File: src/rtl/ps_rr_arbiter_pkg.sv
// ps_arb_pkg: shared types and helpers for the round-robin packet arbiter.
// Optional feature macro used across the slice: PS_RR_ARBITER_CHN_EN
// (carries the source channel index with every output beat on o_chn).
package ps_arb_pkg;

  // Upper bound on channel count understood by rr_pick.
  localparam int MAX_CH = 32;

  typedef enum logic {
    IDLE = 1'b0,
    LOCK = 1'b1
  } state_t;

  // Width of a channel index; never narrower than one bit.
  function automatic int cwidth(input int n);
    return (n > 1) ? $clog2(n) : 1;
  endfunction

  // Round-robin pick: first set bit of req scanning ptr+1, ptr+2, ...
  // modulo n. Returns ptr when nothing is requesting.
  function automatic int rr_pick(input logic [MAX_CH-1:0] req,
                                 input int ptr, input int n);
    int   idx;
    logic found;
    rr_pick = ptr;
    found   = 1'b0;
    idx     = 0;
    for (int k = 1; k <= MAX_CH; k++) begin
      if (k <= n) begin
        idx = ptr + k;
        if (idx >= n) idx = idx - n;
        if (!found && req[idx[4:0]]) begin
          rr_pick = idx;
          found   = 1'b1;
        end
      end
    end
  endfunction

endpackage

File: src/rtl/ps_rr_arbiter_if.sv
// ps_rr_arbiter_if: CHANNELS PacketStream sources in, one PacketStream out.
// o_chn exists only when PS_RR_ARBITER_CHN_EN is defined.
//
// Handshake: a beat moves on a port in any cycle where val and rdy are both
// high at the rising clock edge. While val is high and rdy is low the sender
// holds dat/eop(/chn) unchanged. rdy may be asserted without val.
interface ps_rr_arbiter_if
  import ps_arb_pkg::*;
#(
  parameter int DWIDTH   = 8,
  parameter int CHANNELS = 4
);
  localparam int CWIDTH = cwidth(CHANNELS);

  logic [CHANNELS-1:0][DWIDTH-1:0] i_dat;
  logic [CHANNELS-1:0]             i_val;
  logic [CHANNELS-1:0]             i_eop;
  logic [CHANNELS-1:0]             i_rdy;
  logic [DWIDTH-1:0]               o_dat;
  logic                            o_val;
  logic                            o_eop;
  logic                            o_rdy;
`ifdef PS_RR_ARBITER_CHN_EN
  logic [CWIDTH-1:0]               o_chn;

  // Arbiter side.
  modport slave (input i_dat, i_val, i_eop, o_rdy,
                 output i_rdy, o_dat, o_val, o_eop, o_chn);
  // Sources and sink side.
  modport master (output i_dat, i_val, i_eop, o_rdy,
                  input i_rdy, o_dat, o_val, o_eop, o_chn);
`else
  // Arbiter side.
  modport slave (input i_dat, i_val, i_eop, o_rdy,
                 output i_rdy, o_dat, o_val, o_eop);
  // Sources and sink side.
  modport master (output i_dat, i_val, i_eop, o_rdy,
                  input i_rdy, o_dat, o_val, o_eop);
`endif

endinterface

File: src/rtl/ps_rr_arbiter_skid.sv
// ps_arb_skid: 2-entry registered skid buffer. Stage A drives the output;
// stage B catches a beat accepted while A is stalled. skid_full (B occupied)
// is registered and is what the arbiter uses to drop its input ready.
module ps_arb_skid #(
  parameter int W = 9
) (
  input  logic         clk,
  input  logic         reset,
  input  logic [W-1:0] in_dat,
  input  logic         in_val,
  output logic [W-1:0] out_dat,
  output logic         out_val,
  input  logic         out_rdy,
  output logic         skid_full
);

  logic [W-1:0] a_dat, b_dat;
  logic         a_val, b_val;
  logic         a_cons;

  assign a_cons = a_val & out_rdy;

  // Stage update. in_val is never high while B is full because the
  // arbiter gates its ready with skid_full, so B only ever drains into A.
  always_ff @(posedge clk or negedge reset) begin
    if (!reset) begin
      a_dat <= '0;
      a_val <= 1'b0;
      b_dat <= '0;
      b_val <= 1'b0;
    end else if (b_val) begin
      if (a_cons) begin
        a_dat <= b_dat;
        b_val <= 1'b0;
      end
    end else if (in_val) begin
      if (!a_val || a_cons) begin
        a_dat <= in_dat;
        a_val <= 1'b1;
      end else begin
        b_dat <= in_dat;
        b_val <= 1'b1;
      end
    end else if (a_cons) begin
      a_val <= 1'b0;
    end
  end

  assign out_dat   = a_dat;
  assign out_val   = a_val;
  assign skid_full = b_val;

endmodule

File: src/rtl/ps_rr_arbiter.sv
// ps_rr_arbiter: round-robin packet arbiter, CHANNELS sources onto one sink.
// A granted channel owns the output until its eop beat is accepted; the
// output is fully registered through ps_arb_skid.
// Optional: define PS_RR_ARBITER_CHN_EN to add o_chn (source index per beat).
module ps_rr_arbiter
  import ps_arb_pkg::*;
#(
  parameter int DWIDTH   = 8,
  parameter int CHANNELS = 4
) (
  input  logic                  clk,
  input  logic                  reset,
  ps_rr_arbiter_if.slave        bus,
  output state_t                dbg_state
);

  localparam int CWIDTH = cwidth(CHANNELS);
`ifdef PS_RR_ARBITER_CHN_EN
  localparam int SW = DWIDTH + 1 + CWIDTH;
`else
  localparam int SW = DWIDTH + 1;
`endif

  state_t              state, state_n;
  logic [CWIDTH-1:0]   gnt, gnt_n;
  logic [CWIDTH-1:0]   ptr, ptr_n;
  logic [CHANNELS-1:0] i_rdy_c;
  logic                acc;
  logic                skid_full;
  logic [MAX_CH-1:0]   req;
  logic [SW-1:0]       in_beat;
  logic [SW-1:0]       out_beat;

  assign req = MAX_CH'(bus.i_val);

  // State, grant and round-robin pointer registers. ptr starts at the last
  // channel so channel 0 wins the first arbitration after reset.
  always_ff @(posedge clk or negedge reset) begin
    if (!reset) begin
      state <= IDLE;
      gnt   <= '0;
      ptr   <= CWIDTH'(CHANNELS - 1);
    end else begin
      state <= state_n;
      gnt   <= gnt_n;
      ptr   <= ptr_n;
    end
  end

  // Next state, grant selection and per-channel ready.
  always_comb begin
    state_n = state;
    gnt_n   = gnt;
    ptr_n   = ptr;
    i_rdy_c = '0;
    acc     = 1'b0;
    case (state)
      IDLE: begin
        if (|bus.i_val) begin
          gnt_n   = CWIDTH'(rr_pick(req, int'(ptr), CHANNELS));
          state_n = LOCK;
        end
      end
      LOCK: begin
        // Lock is held across source gaps; only an accepted eop releases it.
        i_rdy_c[gnt] = ~skid_full;
        acc          = bus.i_val[gnt] & ~skid_full;
        if (acc && bus.i_eop[gnt]) begin
          ptr_n   = gnt;
          state_n = IDLE;
        end
      end
      default: state_n = IDLE;
    endcase
  end

`ifdef PS_RR_ARBITER_CHN_EN
  assign in_beat = {gnt, bus.i_eop[gnt], bus.i_dat[gnt]};
`else
  assign in_beat = {bus.i_eop[gnt], bus.i_dat[gnt]};
`endif

  ps_arb_skid #(.W(SW)) u_skid (
    .clk       (clk),
    .reset     (reset),
    .in_dat    (in_beat),
    .in_val    (acc),
    .out_dat   (out_beat),
    .out_val   (bus.o_val),
    .out_rdy   (bus.o_rdy),
    .skid_full (skid_full)
  );

  assign bus.i_rdy = i_rdy_c;
  assign bus.o_dat = out_beat[DWIDTH-1:0];
  assign bus.o_eop = out_beat[DWIDTH];
`ifdef PS_RR_ARBITER_CHN_EN
  assign bus.o_chn = out_beat[SW-1 -: CWIDTH];
`endif
  assign dbg_state = state;

endmodule

File: src/flat_wrapper.sv
// flat-port wrapper written by rule: the top's interface ports become plain ports
module ps_rr_arbiter_flat import ps_arb_pkg::*;
#(
  parameter int DWIDTH   = 8,
  parameter int CHANNELS = 4
)
  (clk, reset, dbg_state, bus_i_dat, bus_i_val, bus_i_eop, bus_o_rdy, bus_i_rdy, bus_o_dat, bus_o_val, bus_o_eop);
  ps_rr_arbiter_if #(.DWIDTH(DWIDTH), .CHANNELS(CHANNELS)) bus_i ();
  input  logic clk;
  input  logic reset;
  output state_t dbg_state;
  input wire logic [$bits(bus_i.i_dat)-1:0] bus_i_dat;
  input wire logic [$bits(bus_i.i_val)-1:0] bus_i_val;
  input wire logic [$bits(bus_i.i_eop)-1:0] bus_i_eop;
  input wire logic [$bits(bus_i.o_rdy)-1:0] bus_o_rdy;
  output wire logic [$bits(bus_i.i_rdy)-1:0] bus_i_rdy;
  output wire logic [$bits(bus_i.o_dat)-1:0] bus_o_dat;
  output wire logic [$bits(bus_i.o_val)-1:0] bus_o_val;
  output wire logic [$bits(bus_i.o_eop)-1:0] bus_o_eop;
  assign bus_i.i_dat = bus_i_dat;
  assign bus_i.i_val = bus_i_val;
  assign bus_i.i_eop = bus_i_eop;
  assign bus_i.o_rdy = bus_o_rdy;
  assign bus_i_rdy = bus_i.i_rdy;
  assign bus_o_dat = bus_i.o_dat;
  assign bus_o_val = bus_i.o_val;
  assign bus_o_eop = bus_i.o_eop;
  ps_rr_arbiter #(.DWIDTH(DWIDTH), .CHANNELS(CHANNELS)) u_core (.clk(clk), .reset(reset), .bus(bus_i), .dbg_state(dbg_state));
endmodule
File: config.mk
export PLATFORM = sky130hd
export DESIGN_NAME = ps_rr_arbiter_flat
export DESIGN_NICKNAME = d
export VERILOG_FILES = /design/src/rtl/ps_rr_arbiter_pkg.sv /design/src/rtl/ps_rr_arbiter_if.sv /design/src/rtl/ps_rr_arbiter_skid.sv /design/src/rtl/ps_rr_arbiter.sv /design/src/flat_wrapper.sv
export SDC_FILE = /design/constraint.sdc
export NUM_CORES = 1
export LEC_CHECK = 0
export ABC_AREA = 1
export CAP_MARGIN = 10
export CORE_MARGIN = 2
export CORE_UTILIZATION = 48
export CTS_BUF_LIST = sky130_fd_sc_hd__clkbuf_2
export DETAILED_ROUTE_END_ITERATION = 7
export MAX_ROUTING_LAYER = met4
export PLACE_DENSITY_LB_ADDON = 0.2
export SYNTH_ARGS = -nofsm -noshare
export SYNTH_HDL_FRONTEND = slang
export SYNTH_HIERARCHICAL = 1
export SYNTH_SLANG_ARGS = --single-unit
File: constraint.sdc
create_clock -name clk -period 2.2 [get_ports clk]
set_input_delay 0.33 -clock clk [delete_from_list [all_inputs] [get_ports clk]]
set_output_delay 0.33 -clock clk [all_outputs]
set_load 0.01 [all_outputs]
==> metrics.txt, run 1 <==
antenna violations before repair 0; synth unique cells 29; combinational fraction of design power 68.4%; antenna-violating nets left 0; global route overflow 0; Die Area 4190 µm²; Power, Total 3.20 mW; Layout Skew 0.00761 ns; Fillers 320; WP buf/inv 3; final period utilization 94.4%; via count 1944; Max VDD drop 0.445 mV; RSZ-0062 raised after global routing no; mapped cell area 1770 µm²; Net Sw Frac 49.4%; Worst Max-Slew Pin Slew 0.526 ns; Layout Nets 377; Core Rows 22; Synth Instances 261; status complete, no violations; fin area 2480 µm²; Via density 5.17; DRC violations left 0; layout cells sized above 1 11.9%; H-tree depth 1; YS warnings 6; total CTS buffers 3; Cell Chain, Critical Path buf_4 -> inv_2 -> nand2_2 -> nor2_1 -> clkdlybuf4s50_1; die width 64.7 µm; first-pass GRT wire length 7750 µm; final setup margin 0.123 ns; HP Class primary input to async pin; Rel. slew slack 64.6%; Slew Limit Fails 0; drt wl/cell 12.1 µm; Setup TNS 0 ns; Synth Register Bits 25; RePlAce Congestion 0.834; syn_area_per_cell 6.78 µm²; Setup Crit Path Kind flip-flop to output port; largest net degree at the start of global routing 26; Synth Net Count 309; register share of total power 26.1%; later-pin clock latency in the skew report 0.34 ns; total I/O pin count 58; Clock Sinks 25; CP max FO 5; Clock Path Buffers 2; CTS tree built; antenna cells 0; total track usage 24.1%; PwrDens 1290 nW/µm²; fmax 481 MHz; clock power share 5.5%; Place WS 0.236 ns; P_sw 1.58 mW; Synth-to-Final Area Change 40.3%; port bufs 57; Initial DRT Pass Iterations 5; leakage 1.27 nW; die height 64.7 µm; DR iter-0 viols 127; MaxCap Viol Count 0; Worst EP required 1.87 ns; Worst Setup Start Kind flip-flop; Clock Tree Root clkbuf_2; Setup-failing EPs final 0; post-layout min period 2.08 ns; initial core utilization 49.1%; area post-placement 2410 µm²; crit path DAT 1.75 ns; Seq/Total Area, Yosys 35.5%; slowest stage delay, CP 0.54 ns; final hold viol count 0; Crit. End Element output port; WL final 4550 µm; Core ar. 3610 µm²; clock slew at reported path FFs 0.23 ns; Internal 1.62 mW; number of global-route vias before repair 1803; crit-path leading delay family buffers and inverters; HPWL after detailed placement 3600 µm; highest-delay cell along the critical path clkdlybuf4s50_1
==> layout by cell type (no fill, tap or decap), types with 2 or more instances in the layout <==
master	count
dfrtp_2	2
o22ai_1	3
dfstp_2	2
nand2_2	2
clkdlybuf4s50_1	57
nor2_2	2
clkbuf_2	3
nand2_1	100
a22oi_1	7
inv_2	5
ha_1	5
nand4_1	3
nand3_1	58
buf_4	12
nor2_1	10
nor2_4	2
dfrtp_1	21
nand2_4	4
inv_1	18
==> cell families after synthesis <==
| logic type | count (synthesis) | synth area share (%) |
|---|---|---|
| simple gates | 186 | 48.1 |
| compound gates | 15 | 5.87 |
| flops | 25 | 35.5 |
| fa+ha+maj | 5 | 3.53 |
| buf+inv | 30 | 7.07 |
==> metal layers <==
layer / up-vias / wire length [µm] / track usage (%)
met1: 871 / 2100 / 31.5
met3: 6 / 243 / 2.95
met2: 74 / 2150 / 40.3
li1: 993 / - / -
met5: - / 0 / -
met4: 0 / 55 / 5.59
==> worst reg2reg max path: stages, from the launching register on <==
cell     delay (ns)
dfstp_2        0.67
inv_1          0.10
ha_1           0.34
inv_1          0.09
nand3_1        0.14
nand3_2        0.14
nand3_1        0.11
nand2_1        0.08
nand2_1        0.05
nand2_1        0.06
nand2_1        0.06
==> path summary, 6_finish.rpt <==
| path | slack, ns | endpoint | cells past startpoint | start |
|---|---|---|---|---|
| max reg2reg | 0.27 | u_core/gnt[0] | 10 | u_core/ptr[1] |
| min in group clk | 0.50 | u_core/u_skid/out_dat[1] | 2 | u_core/u_skid/out_dat[1] |
| min | 0.29 | u_core/u_skid/out_dat[2] | 2 | reset |
| max in group asynchronous | 1.61 | u_core/ptr[1] | 2 | reset |
| max | 0.12 | bus_i_rdy[2] | 5 | u_core/gnt[0] |
| min reg2reg | 0.50 | u_core/u_skid/out_dat[1] | 2 | u_core/u_skid/out_dat[1] |
==> metrics by stage <==
step | instances | utilization [%] | hold WS, ns
6_report | 376 | 68.9 | 0.293
5_1_grt | 376 | 68.9 | 0.294
4_1_cts | 373 | 68.2 | 0.286
3_5_place_dp | 366 | 66.9 | 0.460
3_3_place_gp | 366 | 66.9 | 0.453
2_1_floorplan | 261 | - | 0.0344
==> cell usage after synthesis (all sizes together) <==
| library cell | count | share of area (%) |
|---|---|---|
| and2 | 1 | 0.35 |
| nor4 | 1 | 0.35 |
| inv | 24 | 5.2 |
| ha | 5 | 3.5 |
| dfstp | 2 | 3.0 |
| a31oi | 1 | 0.35 |
| clkbuf | 2 | 0.42 |
| nand4 | 3 | 1.1 |
| o22ai | 3 | 1.1 |
| o21ai | 2 | 0.56 |
| buf | 4 | 1.4 |
| a21boi | 1 | 0.42 |
| a21oi | 1 | 0.49 |
| nor3 | 1 | 0.57 |
| nand2 | 106 | 24 |
| or2 | 1 | 0.35 |
| nand3 | 59 | 17 |
| nor2 | 14 | 4.0 |
| a22oi | 7 | 3.0 |
| dfrtp | 23 | 33 |
==> area by class of cell <==
| class | instances | area [µm²] | area share [%] |
|---|---|---|---|
| Tap cell | 48 | 60.1 | 2.42 |
| Clock inverter | 1 | 5.00 | 0.202 |
| Timing Repair Buffer | 69 | 661 | 26.6 |
| Sequential cell | 25 | 631 | 25.4 |
| Multi-Input combinational cell | 206 | 1020 | 41.1 |
| Clock buffer | 3 | 15.0 | 0.605 |
| Inverter | 24 | 92.6 | 3.73 |
==> state kept, by name (all words and copies together), names as in the netlist <==
| name | count |
|---|---|
| u_core/u_skid/b_dat | 9 |
| u_core/u_skid/out_dat | 9 |
| u_core/gnt | 2 |
| u_core/u_skid/skid_full | 1 |
| u_core/dbg_state | 1 |
| u_core/u_skid/out_val | 1 |
| u_core/ptr | 2 |
==> timing repair <==
action	CTS	global route
gates resized for setup	2	1
pin swaps	0	1
gates cloned	0	0
setup endpoints to repair	3	4
hold buffers	0	0
setup buffers	3	3
==> power by group through the flow <==
stage | clock network [mW] | registers, mW | logic, mW
floorplan | 0 | 0.857 | 1.38
finish | 0.175 | 0.835 | 2.19
detailed placement | 0 | 0.860 | 2.07
CTS | 0.186 | 0.832 | 2.14
global route | 0.197 | 0.861 | 2.46
global placement | 0 | 0.858 | 2.01
Power figures use the tool's default switching activity.
==> run 2: changes to the inputs <==
- CTS_BUF_LIST: sky130_fd_sc_hd__clkbuf_2 -> sky130_fd_sc_hd__clkbuf_8
==> metrics.txt, run 2 (synthesis results as in run 1) <==
status complete, no violations; Die Area 4190 µm²; drt wl/cell 12.1 µm; HPWL after detailed placement 3600 µm; die width 64.7 µm; antenna violations before repair 0; R2R depth 10; Setup Crit Path Kind flip-flop to output port; dpl cells 366; Register Area 629 µm²; Initial DRT Pass Iterations 5; RePlAce Congestion 0.834; final period utilization 95.4%; RSZ-0062 raised after global routing no; number of global-route vias before repair 1793; Fillers 320; antenna-violating nets left 0; antenna cells 0; DRC violations left 0; Clock Sinks 25; PwrDens 1300 nW/µm²; crit path DAT 1.77 ns; Rel. slew slack 63.8%; Layout Skew 0.00206 ns; Post-CTS Setup Inserts 0; Slew Limit Fails 0; total CTS buffers 3; CP max FO 14; Clock Path Buffers 2; final hold slack 0.412 ns; footprint of the multi-input gates 1020 µm²; MaxCap Viol Count 0; Crit. End Element output port; Place WS 0.236 ns; final setup margin 0.100 ns; Core Rows 22; Layout Nets 371; total I/O pin count 58; post-layout min period 2.10 ns; via count 1926; Worst Max-Slew Pin Slew 0.538 ns; DR iter-0 viols 120; later-pin clock latency in the skew report 0.26 ns; CTS tree built; die height 64.7 µm; HP Class primary input to async pin; H-tree depth 1; first-pass GRT wire length 7740 µm; Max VDD drop 0.464 mV; WL final 4490 µm; Core ar. 3610 µm²; Setup-failing EPs final 0; Synth-to-Final Area Change 39.0%; initial core utilization 49.1%; clock slew at reported path FFs 0.08 ns; leakage 1.25 nW; global route overflow 0; area post-placement 2410 µm²; commonest non-fill, non-tap cell in the layout nand2_1; Via density 5.21; largest net degree at the start of global routing 26; non-filler cells, final 370; layout cells sized above 1 9.63%; Worst Setup Start Kind flip-flop; Clock Tree Root clkbuf_8; total track usage 24.1%; port bufs 57; Worst EP required 1.87 ns; most frequent cells in the layout nand2_1 (100), nand3_1 (58), clkdlybuf4s50_1 (57); final hold viol count 0; fin area 2460 µm²; fmax 476 MHz; Setup TNS 0 ns
[run 2: worst paths after layout]
path	end	start	slack (ns)
worst max register to register	u_core/gnt[0]	u_core/ptr[1]	0.28
min in group clk	u_core/u_skid/out_dat[1]	u_core/u_skid/out_dat[1]	0.48
worst max-delay path	bus_i_rdy[0]	u_core/gnt[0]	0.10
max in group asynchronous	u_core/ptr[1]	reset	1.50
worst min register to register	u_core/u_skid/out_dat[1]	u_core/u_skid/out_dat[1]	0.48
worst min-delay path	u_core/u_skid/out_dat[2]	reset	0.41
[run 2: worst max-delay path: stages, from the launching register on]
cell and delay (ns):
dfrtp_2 0.52, nor2_4 0.26, inv_2 0.07, nor2_1 0.11, clkdlybuf4s50_1 0.54
[run 2: area by class of cell]
| type | count | share of cell area, % |
|---|---|---|
| clock buffer | 3 | 1.68 |
| clock inverter | 1 | 0.203 |
| inverter | 24 | 3.76 |
| multi-input combinational | 206 | 41.3 |
| sequential | 25 | 25.6 |
| tap | 48 | 2.44 |
| timing repair buffer | 63 | 25.0 |
[run 2: per-stage QoR]
step	utilization (%)	total power, mW
2_1_floorplan	-	2.23
3_3_place_gp	66.9	2.87
3_5_place_dp	66.9	2.93
4_1_cts	68.2	3.21
5_1_grt	68.3	3.52
6_report	68.3	3.20
[run 2: power by group]
group          internal [mW]  total (mW)  switching, mW
Combinational          0.833        2.08           1.25
Clock                  0.127       0.266          0.139
Sequential             0.678       0.855          0.177
Total                   1.64        3.20           1.57
[run 2: metal layers]
metal	up-vias	track usage, %	share of wire [%]
met5	-	-	0
li1	980	-	-
met3	6	2.95	7.2
met1	853	31.5	45
met4	0	5.59	0.80
met2	87	40.3	47
[run 2: what timing repair did]
action / 4_1_cts / 5_1_grt
resized for setup: 0 / 1
hold buffers: 0 / 0
endpoints found under the hold margin: 0 / 0
endpoints found under the setup margin: 0 / 3
==> run 3: changes to the inputs <==
- ABC_AREA: 1 -> not set
- CORE_UTILIZATION: 48 -> 47
==> metrics.txt, run 3 <==
status complete, no violations; Post-Synth Simple-Gate Area 9.27%; YS warnings 6; cell taking the most area after synthesis dfrtp_1; most frequent cell after synthesis mux2_2; hold-fix buffers at CTS 0; mapped cell area 1660 µm²; Die Area 4020 µm²; Core Rows 21; MaxCap Viol Count 0; mux cell area share after synthesis 38.7%; Synth Instances 127; Power, Total 3.39 mW; Clock Sinks 25; number of global-route vias before repair 1328; die width 63.4 µm; global route overflow 0; total CTS buffers 3; top post-synthesis cells by count mux2_2 (30), dfrtp_1 (23), mux4_2 (11), nand2_1 (6); Setup Crit Path Kind flip-flop to flip-flop; first-pass GRT wire length 6090 µm; Crit. End Element flip-flop; EDFF count, synth 0; R2R depth 7; drt wl/cell 15.3 µm; Worst Max-Slew Pin Slew 0.509 ns; Post-CTS Setup Inserts 0; syn_area_per_cell 13.1 µm²; most frequent cells in the layout clkdlybuf4s50_1 (57), mux2_2 (30), dfrtp_1 (23); Max VDD drop 0.782 mV; Synth-to-Final Area Change 47.8%; antenna-violating nets left 0; Slew Limit Fails 0; final period utilization 98.5%; via count 1311; Synth Flop Type dfrtp_1; initial core utilization 49.4%; Core ar. 3360 µm²; DRC violations left 0; Worst R2R End u_core/gnt[0]; crit path DAT 2.33 ns; layout cells sized above 1 36.0%; Via density 5.33; fmax 461 MHz; Seq/Total Area, Yosys 37.8%; antenna violations before repair 0; Layout Skew 0.00581 ns; clock slew at reported path FFs 0.09 ns; Synth Register Bits 25; Synth async-reset ratio 100%; HP Class primary input to async pin; Initial DRT Pass Iterations 5; Layout Nets 249; fin area 2450 µm²; Worst Setup Start Kind flip-flop; leakage 0.995 nW; largest family of logic cells by synthesized area multiplexers; synth top area cells dfrtp_1 (35%), mux2_2 (20%), mux4_2 (15%); RePlAce Congestion 0.842; Synth top area share 34.7%; total I/O pin count 58; WL final 3770 µm; Layout Utilization 73.0%; Clock Path Buffers 2; Fillers 247; antenna cells 0; H-tree depth 1; xor and xnor area share after synthesis 0.528%; die height 63.4 µm; largest net degree at the start of global routing 26; Setup-failing EPs final 0; Rel. slew slack 66.0%; setup slack, reg-to-reg 0.03 ns; FF-to-FF Start u_core/ptr[0]; compound-gate portion of the synthesized area 6.63%; adder-cell share of the synthesized area 3.77%; Clock Tree Root clkbuf_8; HPWL after detailed placement 3010 µm; post-layout min period 2.17 ns; DR iter-0 viols 36; CTS tree built; port bufs 57; Post-CTS Resized 0; Worst EP required 2.36 ns; later-pin clock latency in the skew report 0.27 ns; synth unique cells 34; Synth Net Count 175; area post-placement 2370 µm²; commonest non-fill, non-tap cell in the layout clkdlybuf4s50_1; total track usage 20.0%; PwrDens 1380 nW/µm²; final hold viol count 0; CP max FO 6
==> run 3: through the flow <==
step                instances  setup TNS (ns)  worst slack, ns  hold WS [ns]
floorplan                 127               0           0.0416        0.0344
global placement          237         -0.0116          -0.0116         0.475
detailed placement        237          -0.937          -0.0821         0.479
CTS                       241               0           0.0310         0.448
global route              246         -0.0686          -0.0684         0.459
finish                    246               0           0.0320         0.436
==> run 3: per-layer routing <==
layer,vias up,GRT usage (%),wire length (µm)
met4,0,5.16,20
met1,638,24.4,1560
li1,618,-,-
met5,-,-,0
met2,53,33.7,1940
met3,2,4.46,250
==> run 3: cells by family (layout without fill, tap and decap cells) <==
kind of cell	count (synthesis)	in the layout
AND/OR/NAND/NOR	24	24
adder cells (fa/ha/maj)	5	5
XOR/XNOR	1	1
AO/OA/AOI/OAI	14	14
flip-flops	25	25
buffers and inverters	12	85
multiplexers	46	46
==> run 3: cell type report <==
type | instances | area, µm² | area share [%]
multi-input cells | 90 | 977 | 39.8
repair buffers | 76 | 726 | 29.6
clock inverters | 1 | 5.00 | 0.204
flip-flops and latches | 25 | 628 | 25.6
well taps | 46 | 57.6 | 2.35
inverters | 5 | 18.8 | 0.765
clock buffers | 3 | 41.3 | 1.68
==> run 3: how the worst max path moves through the flow <==
stage	start	end	slack (ns)	cells after the start
floorplan	u_core/ptr[0]	u_core/gnt[0]	0.04	8
global placement	bus_i_val[0]	u_core/u_skid/out_dat[1]	-0.01	7
detailed placement	bus_i_val[0]	u_core/u_skid/out_dat[1]	-0.08	7
finish	u_core/ptr[0]	u_core/gnt[0]	0.03	7
global route	u_core/ptr[0]	u_core/gnt[0]	-0.07	7
CTS	u_core/ptr[0]	u_core/gnt[0]	0.03	7
==> run 3: where the power goes <==
part	internal [mW]	switching, mW
registers	0.715	0.171
clock network	0.127	0.142
logic	1.34	0.896
total	2.18	1.21
==> run 3: critical path: stages (launching register included) <==
cell      delay, ns
dfstp_2        0.58
inv_1          0.07
ha_1           0.32
buf_4          0.14
nor3b_1        0.44
a211oi_2       0.11
xnor2_1        0.15
mux2_4         0.25
